### src/rtl/id_ex_stage_pkg.sv
// Shared constants for the ID/EX stage: control-bundle bit positions and field widths.
package id_ex_stage_pkg;

  localparam int CTRL_W = 12;
  localparam int REG_W  = 5;

  localparam int CTRL_ALUOP2    = 11;
  localparam int CTRL_INVBRANCH = 10;
  localparam int CTRL_ZEROEXT   = 9;
  localparam int CTRL_REGDST    = 8;
  localparam int CTRL_ALUSRCB   = 7;
  localparam int CTRL_MEMTOREG  = 6;
  localparam int CTRL_WRITEREG  = 5;
  localparam int CTRL_MEMWRITE  = 4;
  localparam int CTRL_BRANCH    = 3;
  localparam int CTRL_ALUOP1    = 2;
  localparam int CTRL_ALUOP0    = 1;
  localparam int CTRL_JUMP      = 0;

endpackage

### src/rtl/id_ex_stage_hazard_detect.sv
// Load-use hazard detection: the ID instruction reads a register that the
// load currently in EX has not yet produced.
module id_ex_stage_hazard_detect
  import id_ex_stage_pkg::*;
(
  input  logic [CTRL_W-1:0] id_ctrl,
  input  logic              id_valid,
  input  logic [REG_W-1:0]  id_rs,
  input  logic [REG_W-1:0]  id_rt,
  input  logic              ex_valid,
  input  logic              ex_memtoreg,
  input  logic [REG_W-1:0]  ex_rt,
  output logic              haz
);

  logic uses_rs;
  logic uses_rt;

  // Source usage and hazard; a load into $0 never blocks anything.
  always_comb begin
    uses_rs = id_valid & ~id_ctrl[CTRL_JUMP];
    uses_rt = id_valid & (id_ctrl[CTRL_REGDST] | id_ctrl[CTRL_BRANCH] | id_ctrl[CTRL_MEMWRITE]);
    haz     = ex_valid & ex_memtoreg & (ex_rt != '0) &
              ((uses_rs & (id_rs == ex_rt)) | (uses_rt & (id_rt == ex_rt)));
  end

endmodule

### src/rtl/id_ex_stage.sv
// ID/EX pipeline register: latches control and operands, extends the
// immediate, selects the destination, inserts bubbles on load-use hazards
// and flushes, and counts both events with saturating counters.
module id_ex_stage
  import id_ex_stage_pkg::*;
#(
  parameter int DATA_W = 32,
  parameter int CNT_W  = 16
) (
  input  logic              clk,
  input  logic              rst,
  input  logic [CTRL_W-1:0] id_ctrl,
  input  logic              id_valid,
  input  logic [DATA_W-1:0] id_pc4,
  input  logic [DATA_W-1:0] id_rs_data,
  input  logic [DATA_W-1:0] id_rt_data,
  input  logic [15:0]       id_imm,
  input  logic [REG_W-1:0]  id_rs,
  input  logic [REG_W-1:0]  id_rt,
  input  logic [REG_W-1:0]  id_rd,
  input  logic              flush,
  output logic              stall_o,
  output logic [CTRL_W-1:0] ex_ctrl,
  output logic              ex_valid,
  output logic [DATA_W-1:0] ex_pc4,
  output logic [DATA_W-1:0] ex_a,
  output logic [DATA_W-1:0] ex_b,
  output logic [DATA_W-1:0] ex_imm,
  output logic [REG_W-1:0]  ex_rs,
  output logic [REG_W-1:0]  ex_rt,
  output logic [REG_W-1:0]  ex_wreg,
  output logic [CNT_W-1:0]  bubble_cnt,
  output logic [CNT_W-1:0]  flush_cnt
);

  logic              haz;
  logic [CTRL_W-1:0] ctrl_eff;
  logic [DATA_W-1:0] imm_ext;
  logic [REG_W-1:0]  wreg_sel;

  id_ex_stage_hazard_detect u_haz (
    .id_ctrl     (id_ctrl),
    .id_valid    (id_valid),
    .id_rs       (id_rs),
    .id_rt       (id_rt),
    .ex_valid    (ex_valid),
    .ex_memtoreg (ex_ctrl[CTRL_MEMTOREG]),
    .ex_rt       (ex_rt),
    .haz         (haz)
  );

  // Flush outranks the hazard, so a killed slot never also stalls upstream.
  assign stall_o = haz & ~flush & ~rst;

  // Immediate extension and destination select; invalid slots carry no control.
  always_comb begin
    ctrl_eff = id_valid ? id_ctrl : '0;
    if (id_ctrl[CTRL_ZEROEXT])
      imm_ext = {{(DATA_W-16){1'b0}}, id_imm};
    else
      imm_ext = {{(DATA_W-16){id_imm[15]}}, id_imm};
    if (!ctrl_eff[CTRL_WRITEREG])
      wreg_sel = '0;
    else if (ctrl_eff[CTRL_REGDST])
      wreg_sel = id_rd;
    else
      wreg_sel = id_rt;
  end

  // Pipeline register: reset > flush > hazard bubble > normal latch.
  always_ff @(posedge clk) begin
    if (rst || flush || haz) begin
      ex_ctrl  <= '0;
      ex_valid <= 1'b0;
      ex_pc4   <= '0;
      ex_a     <= '0;
      ex_b     <= '0;
      ex_imm   <= '0;
      ex_rs    <= '0;
      ex_rt    <= '0;
      ex_wreg  <= '0;
    end else begin
      ex_ctrl  <= ctrl_eff;
      ex_valid <= id_valid;
      ex_pc4   <= id_pc4;
      ex_a     <= id_rs_data;
      ex_b     <= id_rt_data;
      ex_imm   <= imm_ext;
      ex_rs    <= id_rs;
      ex_rt    <= id_rt;
      ex_wreg  <= wreg_sel;
    end
  end

  // Saturating event counters; only one of them can move per edge.
  always_ff @(posedge clk) begin
    if (rst) begin
      bubble_cnt <= '0;
      flush_cnt  <= '0;
    end else if (flush) begin
      if (flush_cnt != '1) flush_cnt <= flush_cnt + CNT_W'(1);
    end else if (haz) begin
      if (bubble_cnt != '1) bubble_cnt <= bubble_cnt + CNT_W'(1);
    end
  end

endmodule

### config.mk
export PLATFORM = sky130hd
export DESIGN_NAME = id_ex_stage
export DESIGN_NICKNAME = d
export VERILOG_FILES = /design/src/rtl/id_ex_stage_pkg.sv /design/src/rtl/id_ex_stage_hazard_detect.sv /design/src/rtl/id_ex_stage.sv
export SDC_FILE = /design/constraint.sdc
export NUM_CORES = 1
export LEC_CHECK = 0
export ABC_AREA = 1
export CAP_MARGIN = 30
export CORE_AREA = 5 5 166 104
export CTS_BUF_LIST = sky130_fd_sc_hd__clkbuf_2 sky130_fd_sc_hd__clkbuf_4 sky130_fd_sc_hd__clkbuf_8
export DETAILED_ROUTE_END_ITERATION = 12
export DIE_AREA = 0 0 171 109
export PLACE_DENSITY = 0.82
export REMOVE_ABC_BUFFERS = 1
export SLEW_MARGIN = 20
export SYNTH_ARGS = -nofsm -noshare
export SYNTH_HDL_FRONTEND = slang
export SYNTH_SLANG_ARGS = --single-unit
### constraint.sdc
create_clock -name clk -period 1.9 [get_ports clk]
set_clock_uncertainty 0.15 [all_clocks]
set_input_delay 0.19 -clock clk [delete_from_list [all_inputs] [get_ports clk]]
set_output_delay 0.19 -clock clk [all_outputs]
set_load 0.05 [all_outputs]
## Word level (Yosys, flattened, before mapping)

Index checks and enable logic that the tools add are counted.

- Register bits: 173
- Bits in latches: 0
- Memory bits (writable): 0
- ROM bits: 0
- Input bits: 143
- Output and inout port bits: 189
- Word-level logic and storage cells: 46
- Memories kept: 0

- Add/subtract/negate cells: 2
- Multipliers: 0
- Div/mod/pow operators: 0
- Order comparisons: 0
- Equality and inequality tests: 4
- Shifts and indexed selects: 0
- Muxes and demuxes: 2
- Bitwise logic cells: 17
- Reductions and logical operators: 8

Operators by type and width:

| cell | number |
|---|---|
| adder 16 x 1 -> 16 bit (second input constant) | 2 |
| inequality test 16 bit (second input constant) | 2 |
| == test 5 bit | 2 |
| AND 1 bit | 9 |
| 2-to-1 mux 9 bit | 1 |
| OR reduction 2 bit | 3 |
| 2-to-1 mux 5 bit | 1 |
| inverter 1 bit | 5 |
| nonzero test 5 bit | 1 |
| OR 1 bit | 3 |
| AND reduction 3 bit | 1 |
| logical OR 1 bit | 2 |
| AND reduction 2 bit | 1 |

## Logic depth before layout (Yosys ltp)

- Depth after elaboration: 8
- Gate-level depth with buffers: 12

## Modules after synthesis

Synthesis repeated with hierarchy kept, for this count alone.

- Cell total of the unflattened synthesis: 826
- Area total of the unflattened synthesis: 6247.2 sq um

By module, submodules not included:

| module | instances | cells each | area an instance (sq um) | sequential area each (sq um) |
|---|---|---|---|---|
| id_ex_stage | 1 | 768 | 6017.0 | 3463.3 |
| id_ex_stage_hazard_detect | 1 | 58 | 230.2 | 0.0 |

## Worst setup path before layout

Ideal clock, no wire load.

- Path type: register to output
- Start point: register ex_rt[4]
- End point: output stall_o
- Arrival: 2.001 ns
- Required time: 1.560 ns
- Slack: -0.441 ns
- Stages on the path, launching flop included: 9
- Buffers on the path: 0
- Path through: dfxtp_1 > inv_1 > nand2_1 > nand2_1 > nor2_1 > nand3_1 > nand2_2 > nand3_2 > nor2_1

- Longest elaborated chain between the ends: 6

RTL lines:

| element | RTL line | RTL |
|---|---|---|
| from (decl) | id_ex_stage.sv:30 | `output logic [REG_W-1:0] ex_rt,` |
| from (signal assigned) | id_ex_stage.sv:90 | `ex_rt <= id_rt;` |
| == test 5 bit | id_ex_stage_hazard_detect.sv:24 | `((uses_rs & (id_rs == ex_rt)) \| (uses_rt & (id_rt == ex_rt)));` |
| AND 1 bit | id_ex_stage_hazard_detect.sv:24 |  |
| OR 1 bit | id_ex_stage_hazard_detect.sv:24 |  |
| AND 1 bit * | id_ex_stage_hazard_detect.sv:23 | `haz = ex_valid & ex_memtoreg & (ex_rt != '0) &` |
| AND 1 bit * (2 in series) | id_ex_stage.sv:53 | `assign stall_o = haz & ~flush & ~rst;` |
| to (decl) | id_ex_stage.sv:22 | `output logic stall_o,` |

Every way passes the cells marked *; elsewhere a longest branch is shown, timed or not.

## Worst setup path in the final report

- Start point: register ex_rt[1]
- End point: output stall_o

The elaborated chain is that of the path after synthesis.

==> tab_implementation.tex <==
\begin{tabular}{lr}
\hline
Metric & Value \\
\hline
\multicolumn{2}{l}{\textbf{Status}} \\
Outcome & complete, but fails checks \\
Violations in the final reports & setup timing \\
\multicolumn{2}{l}{\textbf{Synth}} \\
Post-synthesis average cell area & approximately 7.8 um2 \\
Number of warnings issued by yosys & 0 \\
Count of flip-flops with a built-in enable after synthesis & 0 \\
Synth cell types & 29 \\
Portion of the post-synthesis area used by sequential elements & $\sim$57\% \\
Top cells by count, synth & nor2\_1, dfxtp\_1, inv\_1, nand2\_1, nand3\_1 \\
Count of state elements after synthesis & approximately 170 \\
Synthesized cell area & around 0.0061 mm2 \\
Most repeated cell in the gate-level netlist after synthesis & nor2\_1 \\
Yosys top cell by area & dfxtp\_1 \\
Yosys top cell area share & between 50\% and 60\% \\
Share of synthesized registers carrying an async set or reset & 0\% \\
Primary FF master, synth & dfxtp\_1 \\
Syn Inst Count & 786 \\
Synth area leaders & dfxtp\_1, nor2\_1, inv\_1 \\
\multicolumn{2}{l}{\textbf{Timing}} \\
Final period demand of the worst path & about 2 ns \\
Min setup slack post-route & -0.152 ns \\
Final Hold Fails & 0 \\
Setup repair after global routing missed its margin & yes \\
Worst-Margin Slew & approximately 0.56 ns \\
Achievable clock frequency & about 0.49 GHz \\
Max-slew violation total from the final report & 0 \\
Endpoints failing setup & between 40 and 50 \\
Worst hold slack after final layout & between 0.09 and 0.1 ns \\
Relative slew slack & $\sim$63\% \\
Share of the cycle needed by the critical path after routing & 108\% \\
Total negative setup slack & -0.746 ns \\
\multicolumn{2}{l}{\textbf{Final layout}} \\
Sequential Area & around 0.0035 mm2 \\
Fraction of the core area covered by cells at the end of the flow & between 60\% and 70\% \\
Area growth, synth to finish & 69.5\% \\
Net count reported at finish & 1306 \\
Footprint of the multi-input gates & about 0.0018 mm2 \\
Proportion of layout cells with a drive suffix above 1 & 19.6\% \\
Fillers & about 1300 \\
Post-route cell area & a little over 0.01 mm2 \\
\multicolumn{2}{l}{\textbf{Clock tree}} \\
Largest buffer count on any clock path & 2 \\
CTS tree & done \\
Root buffer cell & clkbuf\_8 \\
CTS Hold Bufs & 0 \\
CTS buffer count & 17 \\
CTS clk-pin slew, worst paths & $\sim$0.12 ns \\
Sinks on the clock net & between 150 and 200 \\
Depth of the CTS H-tree & 4 \\
Skew-Pair Late Insertion Delay & between 0.4 and 0.5 ns \\
\multicolumn{2}{l}{\textbf{Worst hold path}} \\
Endpoint of the worst hold-timing path & ex\_pc4[25]\$\_SDFF\_PP0\_ \\
Worst Hold Class & in -> reg \\
Hold Path Origin & id\_pc4[25] \\
Hold Crit Depth & 3 \\
\multicolumn{2}{l}{\textbf{Drt}} \\
\# DRC & 0 \\
Number of DRC violations after detailed-routing iteration 0 & between 300 and 400 \\
Routed Wire Length & 21600 um \\
Number of vias per cell after detailed routing & 4.28 \\
Via count of the routed design & approximately 5900 \\
Number of routed nets with antenna violations & 0 \\
Drt first pass iters & 5 \\
Routed wirelength normalized by instance count & approximately 16 um \\
\multicolumn{2}{l}{\textbf{Worst setup path}} \\
Most common cell on crit path & nand2\_1 \\
Slowest cell delay on critical path & 0.40 ns \\
Top Family by Delay on Critical Path & simple AND/OR/NAND/NOR gates \\
Crit path capture type & output port \\
Max stage delay cell, worst path & dfxtp\_4 \\
Number of cells traversed by the worst register-to-register path & 13 \\
Critical path class & reg -> out \\
Cell breakdown of the critical path & inv\_4, nand2\_1, nand2\_1, nor2\_1, nand3\_1, nand2\_2, nand3\_4, nor2\_4, buf\_12 \\
Worst flop-to-flop path startpoint & ex\_rt[1]\$\_SDFF\_PP0\_ \\
Largest driver fanout on the critical path & 4 \\
Critical R2R Capture & ex\_b[26]\$\_SDFF\_PP0\_ \\
Buf/Inv on CP & 2 \\
Worst Path Required & roughly 1.6 ns \\
Critical path launch point type & flop \\
Endpoint arrival time on the critical path & $\sim$1.7 ns \\
Slack of the worst reg-to-reg path & -0.03 ns \\
\multicolumn{2}{l}{\textbf{Power}} \\
Worst vdd ir & 0.457 mV \\
Power Density & approximately 750 mW/mm2 \\
Total power & roughly 7800 uW \\
Leakage power & between 0.005 and 0.006 uW \\
\multicolumn{2}{l}{\textbf{Floorplanning}} \\
Floorplan core area & around 0.016 mm2 \\
Cell Rows & 36 \\
Die Span Y & 109 um \\
IO Pins & between 300 and 400 \\
Die Width & between 150 and 200 um \\
Initial core utilization & roughly 40\% \\
Die area & approximately 0.019 mm2 \\
\multicolumn{2}{l}{\textbf{Global route}} \\
Global routing usage summed across all routing layers & 20.8\% \\
Total congestion overflow after global routing & 0 \\
First-pass GRT wire length & roughly 30000 um \\
Antenna violations before repair & 3 \\
Pin count of the biggest net entering global routing & 60 \\
Vias in the first global route & $\sim$5500 \\
\multicolumn{2}{l}{\textbf{Placed design}} \\
GPL Wtd Cong & $\sim$0.94 \\
Count of input and output buffers & roughly 330 \\
HPWL Detailed & between 15000 and 20000 um \\
Placed Area & between 0.009 and 0.01 mm2 \\
\multicolumn{2}{l}{\textbf{Job}} \\
Max-cap violations & 0 \\
\hline
\end{tabular}
through the flow:
stage,std cells,worst slack [ns]
finish,1385,-0.152
global route,1385,-0.281
CTS,1361,-0.169
detailed placement,1328,-0.216
global placement,1328,-0.176
floorplan,751,-3.86
what timing repair did:
| item | 4_1_cts | 5_1_grt |
|---|---|---|
| pin swaps | 2 | 12 |
| setup buffers | 1 | 12 |
| cloned | 0 | 11 |
| endpoints found under the setup margin | 106 | 155 |
| gates resized for setup | 109 | 52 |
report_power, final:
part / total (uW) / internal [uW] / switching [uW]
combinational: 1360 / 573 / 786
clock: 2650 / 1030 / 1620
sequential: 3780 / 3740 / 40.1
total: 7790 / 5340 / 2450
flip-flops by register name (all words and copies together) (netlist names), 5 cells and up:
signal / flops
ex_rs: 5
ex_rt: 5
ex_b: 32
ex_wreg: 5
ex_pc4: 32
ex_imm: 17
ex_ctrl: 12
ex_a: 32
bubble_cnt: 16
flush_cnt: 16
cell type report:
type | instances | area share (%)
timing repair buffer | 391 | 35.8
sequential | 173 | 33.5
multi-input combinational | 399 | 17.5
inverter | 179 | 6.54
tap | 209 | 2.52
clock buffer | 17 | 2.25
clock inverter | 15 | 1.85
antenna | 2 | 0.0482
worst max path at each step:
stage | startpoint | end | slack (ns) | depth (start not counted)
2_1_floorplan | ex_imm[16]$_SDFF_PP0_ | ex_imm[16] | -3.86 | 0
3_3_place_gp | id_rs[1] | bubble_cnt[14]$_SDFFE_PP0P_ | -0.18 | 12
3_5_place_dp | id_rs[1] | bubble_cnt[11]$_SDFFE_PP0P_ | -0.22 | 13
4_1_cts | ex_rt[1]$_SDFF_PP0_ | stall_o | -0.17 | 9
5_1_grt | ex_rt[1]$_SDFF_PP0_ | stall_o | -0.28 | 9
6_report | ex_rt[1]$_SDFF_PP0_ | stall_o | -0.15 | 9
cells by family (layout without fill, tap and decap cells):
group	Yosys count	in the layout	share of synthesized area, %
xor+xnor	5	5	0.715
simple gates	357	357	24.0
flops	173	173	56.5
other cells	0	2	0
fa+ha+maj	2	2	0.408
compound gates	35	35	3.06
buf+inv	214	602	15.3
worst min-delay path, cell delays in order:
cell,delay (ns)
clkdlybuf4s50_1,0.39
inv_1,0.05
nor2_1,0.03
metal layers:
metal | wire, um | vias up | part of all wire, % | global-route usage (%)
li1 | - | 3038 | - | -
met1 | 9010 | 2685 | 42 | 24.9
met2 | 10300 | 187 | 48 | 34.1
met3 | 2020 | 21 | 9.3 | 9.49
met4 | 275 | 0 | 1.3 | 5.65
met5 | 0 | - | 0 | 0
cells in the final DEF (no fill, tap or decap), types with 4 or more instances in the layout:
| master | instances |
|---|---|
| clkbuf_16 | 8 |
| clkdlybuf4s50_1 | 142 |
| nand4_1 | 11 |
| nand3_1 | 20 |
| nand2_1 | 98 |
| nor2_1 | 182 |
| buf_6 | 4 |
| nand2_2 | 6 |
| nor2_2 | 18 |
| a21oi_1 | 12 |
| nor3_1 | 8 |
| clkinv_8 | 7 |
| inv_2 | 5 |
| inv_1 | 170 |
| clkbuf_8 | 17 |
| dlygate4sd2_1 | 99 |
| buf_4 | 126 |
| dfxtp_1 | 168 |
| o21ai_0 | 15 |
| buf_12 | 9 |
(Power assumes the default switching activity.)
